## config.mk

```make
export PLATFORM = sky130hd
export DESIGN_NAME = dct_frame_sched
export DESIGN_NICKNAME = d
export VERILOG_FILES = /design/src/rtl/dct_pkg.sv /design/src/rtl/dct_cfg_fifo.sv /design/src/rtl/dct_frame_sched.sv
export SDC_FILE = /design/constraint.sdc
export NUM_CORES = 1
export LEC_CHECK = 0
export ABC_CLOCK_PERIOD_IN_PS = 4400
export CORE_ASPECT_RATIO = 1.1
export CORE_MARGIN = 2
export CORE_UTILIZATION = 50
export CTS_BUF_LIST = sky130_fd_sc_hd__clkbuf_4
export DETAILED_ROUTE_END_ITERATION = 6
export GPL_TIMING_DRIVEN = 1
export PLACE_DENSITY = 0.81
export SYNTH_ARGS = -nofsm -noshare
export SYNTH_HDL_FRONTEND = slang
export SYNTH_SLANG_ARGS = --single-unit
```

## constraint.sdc

```tcl
create_clock -name clk -period 4.4 [get_ports clk]
set_input_delay 0.66 -clock clk [delete_from_list [all_inputs] [get_ports clk]]
set_output_delay 0.66 -clock clk [all_outputs]
set_load 0.01 [all_outputs]
```

## src/rtl/dct_pkg.sv

```systemverilog
// Shared definitions for the DCT post-FFT scaling path: supported transform
// sizes, scaling shift encoding, scheduler states and the size decoder.
package dct_pkg;

  localparam logic [11:0] SIZE_2048 = 12'd2048;
  localparam logic [11:0] SIZE_1024 = 12'd1024;
  localparam logic [11:0] SIZE_512  = 12'd512;
  localparam logic [11:0] SIZE_256  = 12'd256;
  localparam logic [11:0] SIZE_128  = 12'd128;
  localparam logic [11:0] SIZE_64   = 12'd64;

  // Scaling shift codes; code 3 is reserved and never produced.
  localparam logic [1:0] SHIFT_2048 = 2'd0;
  localparam logic [1:0] SHIFT_1024 = 2'd0;
  localparam logic [1:0] SHIFT_512  = 2'd1;
  localparam logic [1:0] SHIFT_256  = 2'd1;
  localparam logic [1:0] SHIFT_128  = 2'd2;
  localparam logic [1:0] SHIFT_64   = 2'd2;
  localparam logic [1:0] SHIFT_RSVD = 2'd3;

  // Scheduler states
  localparam logic [1:0] ST_IDLE = 2'd0;
  localparam logic [1:0] ST_LOAD = 2'd1;
  localparam logic [1:0] ST_RUN  = 2'd2;

  typedef struct packed {
    logic       supported;
    logic [1:0] shift;
  } size_cfg_t;

  // Decode a transform size into {supported, shift}. Unsupported sizes
  // return shift 0 so nothing reserved can leak downstream.
  function automatic size_cfg_t size_to_cfg(input logic [11:0] size);
    size_cfg_t c;
    c.supported = 1'b0;
    c.shift     = 2'd0;
    case (size)
      SIZE_2048: begin c.supported = 1'b1; c.shift = SHIFT_2048; end
      SIZE_1024: begin c.supported = 1'b1; c.shift = SHIFT_1024; end
      SIZE_512:  begin c.supported = 1'b1; c.shift = SHIFT_512;  end
      SIZE_256:  begin c.supported = 1'b1; c.shift = SHIFT_256;  end
      SIZE_128:  begin c.supported = 1'b1; c.shift = SHIFT_128;  end
      SIZE_64:   begin c.supported = 1'b1; c.shift = SHIFT_64;   end
      default:   begin c.supported = 1'b0; c.shift = 2'd0;       end
    endcase
    return c;
  endfunction

endpackage

```

## src/rtl/dct_cfg_fifo.sv

```systemverilog
// Small synchronous FIFO holding queued per-frame transform sizes.
// A push offered while full is refused even if a pop happens that cycle.
module dct_cfg_fifo
  import dct_pkg::*;
#(
  parameter int WIDTH = 12,
  parameter int DEPTH = 4
) (
  input  logic             clk,
  input  logic             rst_n,
  input  logic             push,
  input  logic [WIDTH-1:0] wr_data,
  input  logic             pop,
  output logic [WIDTH-1:0] rd_data,
  output logic             full,
  output logic             empty
);

  localparam int AW = $clog2(DEPTH);

  logic [WIDTH-1:0] mem_r [DEPTH];
  logic [AW-1:0]    wr_ptr_r;
  logic [AW-1:0]    rd_ptr_r;
  logic [AW:0]      count_r;
  logic             push_s;
  logic             pop_s;

  assign full    = (count_r == (AW+1)'(DEPTH));
  assign empty   = (count_r == '0);
  assign push_s  = push & ~full;
  assign pop_s   = pop & ~empty;
  assign rd_data = mem_r[rd_ptr_r];

  // Storage array: written on accepted push, no reset needed for data
  always_ff @(posedge clk) begin
    if (push_s) begin
      mem_r[wr_ptr_r] <= wr_data;
    end
  end

  // Pointer and occupancy bookkeeping
  always_ff @(posedge clk or negedge rst_n) begin
    if (!rst_n) begin
      wr_ptr_r <= '0;
      rd_ptr_r <= '0;
      count_r  <= '0;
    end else begin
      if (push_s) begin
        wr_ptr_r <= wr_ptr_r + AW'(1);
      end
      if (pop_s) begin
        rd_ptr_r <= rd_ptr_r + AW'(1);
      end
      case ({push_s, pop_s})
        2'b10:   count_r <= count_r + (AW+1)'(1);
        2'b01:   count_r <= count_r - (AW+1)'(1);
        default: count_r <= count_r;
      endcase
    end
  end

endmodule

```

## src/rtl/dct_frame_sched.sv

```systemverilog
// Frames the raw FFT sample stream into N-sample frames, tagging every beat
// with the frame's size and scaling shift code so the scaling stage always
// sees a consistent configuration. Unsupported sizes are dropped with cfg_err.
module dct_frame_sched
  import dct_pkg::*;
#(
  parameter int wData     = 48,
  parameter int CFG_DEPTH = 4
) (
  input  logic             clk,
  input  logic             rst_n,
  input  logic             cfg_valid,
  output logic             cfg_ready,
  input  logic [11:0]      cfg_fftpts,
  input  logic             sink_valid,
  output logic             sink_ready,
  input  logic [wData-1:0] sink_real,
  input  logic [wData-1:0] sink_imag,
  output logic             source_valid,
  input  logic             source_ready,
  output logic             source_sop,
  output logic             source_eop,
  output logic [wData-1:0] source_real,
  output logic [wData-1:0] source_imag,
  output logic [11:0]      fftpts_out,
  output logic [1:0]       shift_out,
  output logic             cfg_err,
  output logic             frame_done,
  output logic [15:0]      frame_cnt,
  output logic             busy
);

  logic [1:0]       state_r;
  logic [11:0]      cfg_word_r;
  logic [11:0]      frame_size_r;
  logic [1:0]       frame_shift_r;
  logic [10:0]      cnt_r;

  logic             src_valid_r;
  logic             src_sop_r;
  logic             src_eop_r;
  logic [wData-1:0] src_real_r;
  logic [wData-1:0] src_imag_r;
  logic [11:0]      src_fft_r;
  logic [1:0]       src_shift_r;
  logic             cfg_err_r;
  logic             frame_done_r;
  logic [15:0]      frame_cnt_r;

  logic             fifo_full_s;
  logic             fifo_empty_s;
  logic [11:0]      fifo_rd_data_s;
  logic             fifo_pop_s;
  size_cfg_t        load_cfg_s;
  logic             sink_ready_s;
  logic             sink_acc_s;
  logic             src_hs_s;
  logic             last_s;

  assign fifo_pop_s   = (state_r == ST_IDLE) & ~fifo_empty_s;
  assign load_cfg_s   = size_to_cfg(cfg_word_r);
  assign sink_ready_s = (state_r == ST_RUN) & (~src_valid_r | source_ready);
  assign sink_acc_s   = sink_valid & sink_ready_s;
  assign src_hs_s     = src_valid_r & source_ready;
  assign last_s       = ({1'b0, cnt_r} == (frame_size_r - 12'd1));

  dct_cfg_fifo #(
    .WIDTH (12),
    .DEPTH (CFG_DEPTH)
  ) u_cfg_fifo (
    .clk     (clk),
    .rst_n   (rst_n),
    .push    (cfg_valid),
    .wr_data (cfg_fftpts),
    .pop     (fifo_pop_s),
    .rd_data (fifo_rd_data_s),
    .full    (fifo_full_s),
    .empty   (fifo_empty_s)
  );

  // Frame sequencer: pop a size, latch its configuration, count samples
  always_ff @(posedge clk or negedge rst_n) begin
    if (!rst_n) begin
      state_r       <= ST_IDLE;
      cfg_word_r    <= 12'd0;
      frame_size_r  <= 12'd0;
      frame_shift_r <= 2'd0;
      cnt_r         <= 11'd0;
    end else begin
      case (state_r)
        ST_IDLE: begin
          if (!fifo_empty_s) begin
            cfg_word_r <= fifo_rd_data_s;
            state_r    <= ST_LOAD;
          end
        end
        ST_LOAD: begin
          frame_size_r  <= cfg_word_r;
          frame_shift_r <= load_cfg_s.shift;
          cnt_r         <= 11'd0;
          state_r       <= load_cfg_s.supported ? ST_RUN : ST_IDLE;
        end
        ST_RUN: begin
          if (sink_acc_s) begin
            cnt_r <= cnt_r + 11'd1;
            if (last_s) begin
              state_r <= ST_IDLE;
            end
          end
        end
        default: state_r <= ST_IDLE;
      endcase
    end
  end

  // Unsupported-size pulse, raised the cycle after LOAD sees a bad size
  always_ff @(posedge clk or negedge rst_n) begin
    if (!rst_n) begin
      cfg_err_r <= 1'b0;
    end else begin
      cfg_err_r <= (state_r == ST_LOAD) & ~load_cfg_s.supported;
    end
  end

  // One-deep output register; tags travel with the beat they were captured with
  always_ff @(posedge clk or negedge rst_n) begin
    if (!rst_n) begin
      src_valid_r <= 1'b0;
      src_sop_r   <= 1'b0;
      src_eop_r   <= 1'b0;
      src_real_r  <= '0;
      src_imag_r  <= '0;
      src_fft_r   <= 12'd0;
      src_shift_r <= 2'd0;
    end else if (sink_acc_s) begin
      src_valid_r <= 1'b1;
      src_sop_r   <= (cnt_r == 11'd0);
      src_eop_r   <= last_s;
      src_real_r  <= sink_real;
      src_imag_r  <= sink_imag;
      src_fft_r   <= frame_size_r;
      src_shift_r <= frame_shift_r;
    end else if (src_hs_s) begin
      src_valid_r <= 1'b0;
    end
  end

  // Completed-frame pulse and wrapping frame counter
  always_ff @(posedge clk or negedge rst_n) begin
    if (!rst_n) begin
      frame_done_r <= 1'b0;
      frame_cnt_r  <= 16'd0;
    end else begin
      frame_done_r <= src_hs_s & src_eop_r;
      if (src_hs_s & src_eop_r) begin
        frame_cnt_r <= frame_cnt_r + 16'd1;
      end
    end
  end

  assign cfg_ready    = ~fifo_full_s;
  assign sink_ready   = sink_ready_s;
  assign source_valid = src_valid_r;
  assign source_sop   = src_sop_r;
  assign source_eop   = src_eop_r;
  assign source_real  = src_real_r;
  assign source_imag  = src_imag_r;
  assign fftpts_out   = src_fft_r;
  assign shift_out    = src_shift_r;
  assign cfg_err      = cfg_err_r;
  assign frame_done   = frame_done_r;
  assign frame_cnt    = frame_cnt_r;
  assign busy         = (state_r != ST_IDLE) | src_valid_r;

endmodule
```

## Word-level counts from Yosys, hierarchy flattened

Memory sizes are Yosys's and may differ from the RTL's. A register that Yosys moved wholly into a read port is not among the register bits.
Cells that the tools add are included.

| word-level totals | value |
|---|---|
| memory bits (read-only) | 0 |
| latch bits | 0 |
| memories kept | 1 |
| RAM bits | 48 |
| input port bits | 113 |
| output and inout port bits | 134 |
| logic and storage cells | 81 |
| flip-flop bits (word level) | 165 |

Memory list:

| name | words | bits a word | read ports | clocked after memory_dff | write ports | line | source |
|---|---|---|---|---|---|---|---|
| u_cfg_fifo.mem_r | 4 | 12 | 1 | 1 | 1 | dct_cfg_fifo.sv:21 | `logic [WIDTH-1:0] mem_r [DEPTH];` |

| operators by class | value |
|---|---|
| $lt $le $gt $ge | 0 |
| bitwise operators | 14 |
| divide/modulo/power cells | 0 |
| multipliers | 0 |
| $add $sub $neg | 7 |
| eq/ne operators | 15 |
| reductions and logical operators | 14 |
| shift-type cells | 0 |
| mux-type cells | 13 |

Operator list:

| cell | count |
|---|---|
| $pmux 11 s2 | 1 |
| $add 16x1->16 const B | 1 |
| $eq 11x12->1 | 1 |
| $eq 12x10->1 const B | 1 |
| $eq 12x11->1 const B | 1 |
| $eq 12x12->1 const B | 1 |
| $eq 12x7->1 const B | 1 |
| $eq 12x8->1 const B | 1 |
| $eq 12x9->1 const B | 1 |
| $sub 12x1->12 const B | 1 |
| $add 11x1->11 const B | 1 |
| $logic_not 11->1 | 1 |
| $mux 11 | 1 |
| $pmux 3 s3 | 1 |
| $and 1x1->1 | 8 |
| $mux 2 | 4 |
| $reduce_bool 2->1 | 4 |
| $ne 2x2->1 const B | 3 |
| $pmux 2 s3 | 1 |
| $pmux 3 s2 | 1 |
| $reduce_or 2->1 | 3 |
| $add 2x1->2 const B | 2 |
| $eq 2x1->1 const B | 2 |
| $eq 2x2->1 const B | 2 |
| 11 further kinds | 19 |

## Longest topological paths before layout

Gate-level depths: netlist (run 1).

| depth | value |
|---|---|
| word-level depth | 6 |
| gate-level depth with buffers | 10 |
| mapped depth without buffers | 10 |

## Cells and area by module

Synthesis (run 1) repeated with hierarchy kept, for this count alone.

| unflattened totals | value |
|---|---|
| cells, all modules | 860 |
| area total of the unflattened synthesis | 9267.6 µm² |

Modules (own cells, without submodules):

| module | instances | cells an instance | sequential area each (µm²) | area an instance (µm²) |
|---|---|---|---|---|
| dct_frame_sched | 1 | 760 | 4254.1 | 7079.3 |
| dct_cfg_fifo | 1 | 100 | 1616.6 | 2188.3 |

## Worst setup path after synthesis (run 1)

OpenSTA, ideal clock, no wires.

| path | value |
|---|---|
| path kind | flip-flop to flip-flop |
| start point | reg state_r[0] |
| end point | reg u_cfg_fifo.count_r[2] |
| setup time | 0.079 ns |
| path buffers | 1 |
| slack | 1.939 ns |
| stages on the path, launching flop included | 9 |
| data arrival time | 2.382 ns |
| path through | dfrtp_1 nor3_1 clkbuf_1 ha_1 inv_1 fa_1 xor2_1 nor2_1 xor2_1 |

| between the ends | value |
|---|---|
| longest elaborated chain between the ends | 5 |

RTL lines:

| item | line | source |
|---|---|---|
| start, declared | dct_frame_sched.sv:33 | `logic [1:0] state_r;` |
| start signal, assigned | dct_frame_sched.sv:101 | `state_r <= load_cfg_s.supported ? ST_RUN : ST_IDLE;` |
| $logic_not 2->1 (*) | dct_frame_sched.sv:60 | `assign fifo_pop_s = (state_r == ST_IDLE) & ~fifo_empty_s;` |
| $and 1x1->1 (*) | dct_frame_sched.sv:60 |  |
| named net fifo_pop_s | dct_frame_sched.sv:53 | `logic fifo_pop_s;` |
| $and 1x1->1 (*) | dct_cfg_fifo.sv:31 | `assign pop_s = pop & ~empty;` |
| $eq 2x1->1 or $eq 2x2->1 (tied branches) | dct_cfg_fifo.sv:54 | `case ({push_s, pop_s})` |
| $pmux 3 s2 or $reduce_bool 2->1 (tied branches) | -- |  |
| end signal, assigned | dct_cfg_fifo.sv:55 | `2'b10: count_r <= count_r + (AW+1)'(1);` |
| end signal, assigned | dct_cfg_fifo.sv:56 | `2'b01: count_r <= count_r - (AW+1)'(1);` |
| end signal, assigned | dct_cfg_fifo.sv:57 | `default: count_r <= count_r;` |
| end, declared | dct_cfg_fifo.sv:24 | `logic [AW:0] count_r;` |

The timed path passes the listed nets; every way through them passes the cells marked *.
A chain may end at the register's enable or synchronous reset.

## Worst setup path after layout (run 1)

| path | value |
|---|---|
| start point | reg state_r[1] |
| end point | out sink_ready |

| between the ends | value |
|---|---|
| longest elaborated chain between the ends | 2 |

RTL lines:

| item | line | source |
|---|---|---|
| $eq 2x2->1 | dct_frame_sched.sv:62 | `assign sink_ready_s = (state_r == ST_RUN) & (~src_valid_r \| source_ready);` |
| $and 1x1->1 | dct_frame_sched.sv:62 |  |
| end, declared | dct_frame_sched.sv:16 | `output logic sink_ready,` |

Every way passes these cells.

==> results by group, run 1 <==
Logic synthesis
  • Syn avg cell area: approximately 11 sq um
  • EDFF count, synth: 48
  • Synth warnings: 0
  • #FFs+latches synth: around 230
  • Synthesized cell area: 9143 sq um
  • Syn Nets: around 980
  • Fraction of registers with async set/reset: 0.7867
  • Mapped Cells: 855
  • Yosys top cell area share: 0.4845
  • Ys flop type: dfrtp_1
  • Synth area leaders: dfrtp_1 48%, nand2_1 16%, edfxtp_1 16%
  • Synth area leader: dfrtp_1
  • Yosys cell types: 44
  • Sequential cell area fraction in the yosys report: 0.6421

Power and ir drop
  • Leakage: between 0.005 and 0.006 uW
  • Clock network power share: 0.327
  • Maximum vdd ir drop: approximately 0.38 mV
  • PD cells: slightly above 400 nW/um^2
  • Int Pwr: between 3000 and 4000 uW
  • Power Total: just over 5000 uW
  • Net switching power: ~1400 uW
  • Switch share: 0.2678
  • Comb pwr share: 0.179
  • Sequential power share: 0.493

Drt
  • Starting DRC count in detailed routing: 360
  • Mean routed wirelength per cell: around 16 um
  • Routed WL: around 22 mm
  • DR pass1 iterations: 5
  • Antenna viol nets, final: 0
  • # DRC: 0
  • Routed vias/inst: between 4 and 5
  • Vias: around 7000

Setup path
  • Startpoint Class: flop
  • Slowest cell on the critical path: clkdlybuf4s50_1
  • Crit path kind: reg -> out
  • Critical Path RT: about 3.7 ns
  • Crit-path max FO: 7
  • Crit-path leading delay family: simple AND/OR/NAND/NOR gates
  • Worst stage delay on the critical path: ~0.55 ns
  • Worst Path Buf+Inv: 1
  • Arr. time, crit path: roughly 2.3 ns
  • CP Cell Sequence: nor2b_1, and2_1, clkdlybuf4s50_1
  • Critical Path End Type: output pin

Clocking
  • Worst-Skew Late Latency: 0.68 ns
  • CTS root buf: clkbuf_4
  • Clock slew at reported path FFs: 0.06 ns
  • Post CTS Setup Buffer Count: 0
  • Post-cts sizing count: 0
  • H-tree levels: 2
  • Total CTS buffers: 56
  • TritonCTS clock tree: built
  • CTS max path bufs: 3
  • Quantity of hold-fixing buffers added after cts: 0
  • Clk sinks: 225

STA
  • Final Hold Violating Endpoints: 0
  • Final TNS setup: 0 ns
  • Setup violators final: 0
  • Final Max Tran Viols: 0
  • Fin crit period: slightly below 3 ns
  • RSZ-0062 raised after global routing: false
  • Hold Slack: about 0.070 ns
  • Max Clk Rate: ~340 MHz
  • Worst-Margin Slew: about 0.85 ns
  • Relative slew margins: 0.4365
  • Final worst path period share: 0.6626
  • Skew final: roughly 0.056 ns

Global routing
  • Initial antenna violation count: 0
  • First-pass GRT wire length: 35.12 mm
  • Vias in the first global route: between 6000 and 7000
  • GR Overflow Total: 0
  • Gr usage total: 0.2251
  • Largest net degree at the start of global routing: just over 90

Cells and area
  • # nets final: around 1200
  • Area Growth Syn to Fin: 37.09%
  • Diodes inserted: 0
  • Layout Cells excl Fill: between 1000 and 1500
  • Finished Cell Area: 12530 sq um
  • Share of layout cells above drive strength 1: 0.1135

Worst hold path
  • Hold crit path type: in -> async

Place
  • Area after DPL: ~12000 sq um
  • Port buffer count: between 200 and 250
  • Final GP Congestion: between 0.8 and 0.9
  • Inst Count DP: 1306
  • Post-DP HPWL: between 15 and 20 mm

Die
  • Die area: 19380 sq um
  • Starting Density: 0.5135
  • Core Region: 17800 sq um
  • Top Ports: about 250
  • Die extent in y: approximately 150 um
  • FP Rows: 51
  • Die width: around 130 um

Run
  • Max-Cap Viols: 0

Status
  • Outcome: finished clean
[final timing paths]
check / start / end / slack, ns / depth (start not counted)
worst max-delay path: state_r[1] / sink_ready / 1.48 / 3
worst min-delay path: rst_n / source_real[11] / 0.07 / 1
worst max register to register: frame_size_r[1] / state_r[1] / 1.83 / 8
worst min register to register: frame_shift_r[1] / shift_out[1] / 0.46 / 2
max in group asynchronous: rst_n / source_imag[8] / 3.34 / 2
min in group clk: frame_shift_r[1] / shift_out[1] / 0.46 / 2
[cells in the final DEF (no fill, tap or decap), types with 5 or more instances in the layout]
master,count
nand2_1,388
clkdlybuf4s50_1,245
dfrtp_1,177
clkbuf_4,88
edfxtp_1,48
xnor2_1,27
xor2_1,17
nor2_1,15
o21ai_0,14
inv_1,12
and3_1,12
mux2_2,12
mux4_2,12
ha_1,9
nand3_1,7
buf_4,7
nor3_1,6
nor4_1,6
or3_1,5
nand4_1,5
[per-stage QoR]
| stage | worst slack, ns | utilization |
|---|---|---|
| after floorplan | 1.939 | - |
| after global placement | 1.699 | 0.6651 |
| after detailed placement | 1.678 | 0.6651 |
| after CTS | 1.427 | 0.7040 |
| after global routing | 1.349 | 0.7040 |
| final | 1.485 | 0.7040 |
[Yosys cell counts, types with 12 or more instances]
cell      count
and3_1       13
clkbuf_1     37
dfrtp_1     177
edfxtp_1     48
inv_1        12
mux2_2       12
mux4_2       12
nand2_1     388
nor2_1       15
o21ai_0      14
xnor2_1      27
xor2_1       17
[per-layer routing]
metal  vias up  wire length, um  share of wire  global-route usage
met4         0              774          0.036              0.1011
met1      3271             8499           0.39              0.2714
met3        63             1675          0.077             0.06026
met2       266            10790           0.50              0.3801
met5         -                0              0                   0
li1       3361                -              -                   -
[kinds of logic after synthesis]
logic type	after synthesis	synth area share
xor+xnor	44	0.04215
mux	26	0.04653
simple gates	469	0.2136
compound gates	28	0.01889
flops	225	0.6421
fa+ha+maj	10	0.01451
buf+inv	53	0.02217
[layout make-up]
class | count | area (sq um)
Fill cell | 1319 | 5270
Tap cell | 238 | 297.8
Clock inverter | 7 | 31.28
Sequential cell | 225 | 5871
Multi-Input combinational cell | 577 | 3092
Timing Repair Buffer | 254 | 2536
Inverter | 12 | 45.04
Clock buffer | 88 | 660.6
[worst register-to-register path, stage by stage (launching register included)]
cell and delay [ns]:
dfrtp_1 0.40, inv_1 0.10, ha_1 0.21, nor4b_1 0.56
nor4b_1 0.37, xnor2_1 0.16, nand4_1 0.10, a2111oi_2 0.43
o21ai_1 0.11
[power by group through the flow]
stage / combinational, uW / clock (uW) / sequential (uW)
after CTS: 937 / 1750 / 2540
after floorplan: 359 / 0 / 2610
after global routing: 1010 / 1860 / 2570
final: 923 / 1690 / 2540
after detailed placement: 933 / 0 / 2580
after global placement: 907 / 0 / 2570
[state kept, by name (all words and copies together), names as in the netlist, 2 cells and up]
name and flops:
u_cfg_fifo.count_r 3, shift_out 2, frame_cnt 16, u_cfg_fifo.wr_ptr_r 2
state_r 2, u_cfg_fifo.mem_r 48, u_cfg_fifo.rd_ptr_r 2, frame_shift_r 2
frame_size_r 12, fftpts_out 12, cfg_word_r 12, source_imag 48
cnt_r 11, source_real 48
No activity file was read; power rests on OpenSTA's default activity.
==> inputs of run 2 (changes only) <==
- ABC_CLOCK_PERIOD_IN_PS: 4400 -> 2800
- clock period: 4.4 -> 2.8 ns (I/O delays scaled with it)
==> results by group, run 2 (synthesized netlist as in run 1, its figures left out) <==
Status
  • Outcome: finished clean

Worst hold path
  • Hold crit path type: in -> reg
  • WHS Path Cells: 3

Clocking
  • Total CTS buffers: 55
  • Quantity of hold-fixing buffers added after cts: 1
  • Worst-Skew Late Latency: 0.64 ns
  • Post-cts sizing count: 0
  • Clk sinks: about 230
  • Post CTS Setup Buffer Count: 0
  • H-tree levels: 2
  • Clock slew at reported path FFs: around 0.07 ns
  • CTS root buf: clkbuf_4
  • CTS max path bufs: 3
  • TritonCTS clock tree: built

Die
  • Die width: around 130 um
  • FP Rows: a little over 50
  • Die area: approximately 19000 sq um
  • Core Region: 17800 sq um
  • Die extent in y: 145.8 um
  • Top Ports: 247
  • Starting Density: 0.5135

Power and ir drop
  • Leakage: 0.005844 uW
  • Maximum vdd ir drop: 0.4698 mV
  • Power Total: ~8000 uW
  • PD cells: around 640 nW/um^2

STA
  • Final TNS setup: 0 ns
  • Setup violators final: 0
  • RSZ-0062 raised after global routing: false
  • Relative slew margins: 0.5696
  • Final Max Tran Viols: 0
  • Worst-Margin Slew: ~0.65 ns
  • Max Clk Rate: 384.8 MHz
  • Hold Slack: approximately 0.31 ns
  • Fin crit period: roughly 2.6 ns
  • Skew final: 0.01743 ns
  • Final worst path period share: 0.9281
  • Final Hold Violating Endpoints: 0

Drt
  • Antenna viol nets, final: 0
  • Routed vias/inst: ~5.0
  • DR pass1 iterations: 5
  • # DRC: 0
  • Vias: between 6000 and 7000
  • Routed WL: around 22 mm
  • Starting DRC count in detailed routing: around 320
  • Mean routed wirelength per cell: 15.54 um

Setup path
  • Slowest cell on the critical path: clkdlybuf4s50_1
  • CP Cell Sequence: nor2b_1, and2_1, clkdlybuf4s50_1
  • Arr. time, crit path: between 2 and 2.5 ns
  • Crit path kind: reg -> out
  • Worst stage delay on the critical path: around 0.56 ns
  • Register-to-Register Path Depth: 8
  • Critical Path End Type: output pin
  • Startpoint Class: flop
  • Crit-path max FO: 7
  • Critical Path RT: between 2 and 2.5 ns

Global routing
  • GR Overflow Total: 0
  • Initial antenna violation count: 1
  • Vias in the first global route: roughly 7000
  • Gr usage total: 0.2276
  • Largest net degree at the start of global routing: 119
  • First-pass GRT wire length: roughly 35 mm

Run
  • Max-Cap Viols: 0

Place
  • Final GP Congestion: between 0.8 and 0.9
  • Inst Count DP: around 1300
  • Port buffer count: 246
  • Post-DP HPWL: between 10 and 15 mm

Cells and area
  • Share of layout cells above drive strength 1: 0.1064
  • Commonest non-fill, non-tap cell in the layout: nand2_1
  • Most frequent cells in the layout: 388 x nand2_1, 245 x clkdlybuf4s50_1, 177 x dfrtp_1
  • Utilization after layout: 0.7055
  • Layout Cells excl Fill: around 1400
  • Area Growth Syn to Fin: 37.39%
  • # nets final: around 1300
## run 2: cell types whose count changed in the layout (fill, tap and decap cells not counted), moves of 2 or more
cell | before | now
clkbuf_4 | 88 | 79
inv_2 | 2 | 0
clkinv_1 | 4 | 13
buf_12 | 1 | 4
## run 2: path summary, 6_finish.rpt
kind / slack, ns / from / to
max in group asynchronous: 1.69 / rst_n / frame_size_r[6]
min: 0.31 / sink_imag[24] / source_imag[24]
min reg2reg: 0.47 / source_real[13] / source_real[13]
max reg2reg: 0.36 / frame_size_r[0] / state_r[1]
max: 0.20 / state_r[1] / sink_ready
min in group asynchronous: 0.34 / rst_n / source_real[3]
## run 2: stage by stage
| step | cell area (sq um) | setup slack [ns] |
|---|---|---|
| after CTS | 12560 | 0.1409 |
| after global routing | 12560 | 0.06967 |
| final | 12560 | 0.2013 |
| after detailed placement | 11900 | 0.4403 |
| after floorplan | 9143 | 0.3387 |
| after global placement | 11900 | 0.4964 |
## run 2: area by class of cell
type	instances	area (sq um)
Antenna cell	1	2.502
Multi-Input combinational cell	577	3092
Tap cell	238	297.8
Sequential cell	225	5871
Clock buffer	79	593.1
Clock inverter	14	53.80
Fill cell	1315	5243
Inverter	12	45.04
Timing Repair Buffer	258	2606
## run 2: power by group
part | leakage, uW | total, uW | internal [uW] | switching (uW)
Sequential | 0.00272 | 4000 | 3770 | 228
Combinational | 0.00273 | 1460 | 750 | 705
Clock | 0.000388 | 2520 | 1280 | 1240
Total | 0.00584 | 7980 | 5810 | 2170
## run 2: worst max-delay path: cells and delay by family, from the launching register on
family                 cells  cell delay, ns
buffers and inverters      1            0.56
AND/OR/NAND/NOR            2            0.51
flip-flops                 1            0.47
## run 2: per-layer routing
layer,vias to the layer above,track usage,share of wire
li1,3359,-,-
met1,3335,0.2677,0.39
met2,230,0.4013,0.51
met3,34,0.06583,0.073
met4,0,0.07473,0.019
met5,-,0,0
==> inputs of run 3 (changes only) <==
- ABC_CLOCK_PERIOD_IN_PS: 2800 -> unset
- CELL_PAD_IN_SITES_DETAIL_PLACEMENT: unset -> 2
- CELL_PAD_IN_SITES_GLOBAL_PLACEMENT: unset -> 2
- CORE_UTILIZATION: 50 -> 31
==> results by group, run 3 (synthesized netlist as in run 1, its figures left out) <==
Status
  • Outcome: finished clean

Power and ir drop
  • Maximum vdd ir drop: between 0.3 and 0.4 mV
  • PD cells: 683.3 nW/um^2
  • Power Total: 8869 uW
  • Leakage: between 0.005 and 0.006 uW

Drt
  • Routed vias/inst: 4.677
  • # DRC: 0
  • Starting DRC count in detailed routing: 320
  • DR pass1 iterations: 4
  • Vias: 7292
  • Routed WL: ~28 mm
  • Mean routed wirelength per cell: about 18 um
  • Antenna viol nets, final: 0

Clocking
  • TritonCTS clock tree: built
  • Total CTS buffers: 66
  • Clk sinks: between 200 and 250
  • CTS max path bufs: 3
  • CTS root buf: clkbuf_4
  • Worst-Skew Late Latency: 0.66 ns
  • H-tree levels: 3
  • Clock slew at reported path FFs: around 0.060 ns

Setup path
  • Startpoint Class: flop
  • Worst stage delay on the critical path: 0.53 ns
  • Slowest cell on the critical path: clkdlybuf4s50_1
  • Critical Path End Type: output pin
  • Crit-path leading delay family: simple AND/OR/NAND/NOR gates
  • Crit path kind: reg -> out
  • Worst Path Buf+Inv: 1
  • CP Cell Sequence: nor2b_1, and2_1, clkdlybuf4s50_1
  • Critical Path RT: ~2.4 ns
  • Crit-path max FO: 7
  • Arr. time, crit path: ~2.2 ns
  • Levels on crit path: 3
  • Register-to-Register Path Depth: 9

STA
  • Final TNS setup: 0 ns
  • Fin crit period: around 2.6 ns
  • RSZ-0062 raised after global routing: false
  • Setup violators final: 0
  • Final Hold Violating Endpoints: 0
  • Final worst path period share: 0.9271
  • Relative slew margins: 0.4802
  • Max Clk Rate: between 300 and 400 MHz
  • Final Max Tran Viols: 0
  • Worst-Margin Slew: around 0.8 ns
  • Skew final: 0.05388 ns

Worst hold path
  • Hold crit path type: in -> reg
  • WHS Path Cells: 3

Die
  • Die area: ~31000 sq um
  • Top Ports: approximately 250
  • Die extent in y: about 180 um
  • Core Region: 28870 sq um
  • Die width: around 170 um
  • FP Rows: 65
  • Starting Density: 0.3167

Cells and area
  • Share of layout cells above drive strength 1: 0.1218
  • Finished Cell Area: approximately 13000 sq um
  • Commonest non-fill, non-tap cell in the layout: nand2_1
  • Area Growth Syn to Fin: 41.99%
  • # fillers: a little over 3000
  • # nets final: 1265
  • Most frequent cells in the layout: 388 x nand2_1, 245 x clkdlybuf4s50_1, 177 x dfrtp_1

Run
  • Max-Cap Viols: 0

Place
  • Area after DPL: between 10000 and 15000 sq um
  • Post-DP HPWL: about 19 mm
  • Port buffer count: 246
  • Final GP Congestion: roughly 0.72

Global routing
  • Gr usage total: 0.1827
  • Largest net degree at the start of global routing: 119
  • First-pass GRT wire length: approximately 45 mm
  • Vias in the first global route: between 8000 and 9000
  • Initial antenna violation count: 1
  • GR Overflow Total: 0
==> run 3: changes by cell type in the layout (fill, tap and decap cells not counted), sizes merged <==
| cell | change |
|---|---|
| buf | +1 |
| clkinv | +5 |
| bufinv | +4 |
| clkbuf | +15 |
==> run 3: path summary, 6_finish.rpt <==
path                                  from              end  slack [ns]
max                             state_r[1]       sink_ready        0.20
min                          sink_real[34]  source_real[34]        0.29
max reg2reg                frame_size_r[0]       state_r[1]        0.32
min reg2reg                source_imag[25]  source_imag[25]        0.47
max in group asynchronous            rst_n  source_real[43]        1.60
min in group asynchronous            rst_n  source_imag[18]        0.36
==> run 3: report_power, final <==
part | switching, uW | leakage [uW] | total, uW | internal (uW)
Sequential | 243 | 0.00272 | 4020 | 3770
Combinational | 757 | 0.00274 | 1510 | 752
Clock | 1440 | 0.000519 | 3340 | 1910
Total | 2440 | 0.00598 | 8870 | 6430
==> run 3: per-stage QoR <==
step,cells,hold slack [ns],worst slack (ns),util
final,1559,0.2912,0.2042,0.4496
after global routing,1559,0.2340,0.06468,0.4496
after detailed placement,1441,0.4629,0.2230,0.4180
after global placement,1441,0.4557,0.2610,0.4180
after floorplan,855,0.1244,0.3387,-
after CTS,1558,0.2254,0.1448,0.4495
==> run 3: layout make-up <==
cell class              instances  area (sq um)  area share
diodes                          1         2.502   0.0001928
clock buffers                  93         698.2     0.05378
clock inverters                23         201.4     0.01552
inverters                      12         45.04    0.003470
multi-input cells             577          3092      0.2382
flip-flops and latches        225          5871      0.4522
well taps                     368         460.4     0.03547
repair buffers                260          2611      0.2012
==> run 3: layer usage <==
layer | global-route usage | part of all wire | vias to the layer above
li1 | - | - | 3390
met3 | 0.04531 | 0.055 | 37
met2 | 0.3293 | 0.53 | 207
met1 | 0.2130 | 0.40 | 3658
met4 | 0.06017 | 0.016 | 0
met5 | 0 | 0 | -
==> run 3: timing repair <==
action | CTS | global route
endpoints found under the setup margin | 0 | 0
hold buffers | 1 | 0
endpoints found under the hold margin | 62 | 0
buffers inserted | 0 | 0
gates resized for setup | 0 | 0
==> run 3: worst reg2reg max path, delay by kind of cell, from the launching register on <==
kind                     cells  cell delay (ns)
adder cells (fa/ha/maj)      1             0.20
AO/OA/AOI/OAI                2             0.46
AND/OR/NAND/NOR              3             0.81
buffers and inverters        2             0.29
flip-flops                   1             0.43
XOR/XNOR                     1             0.16
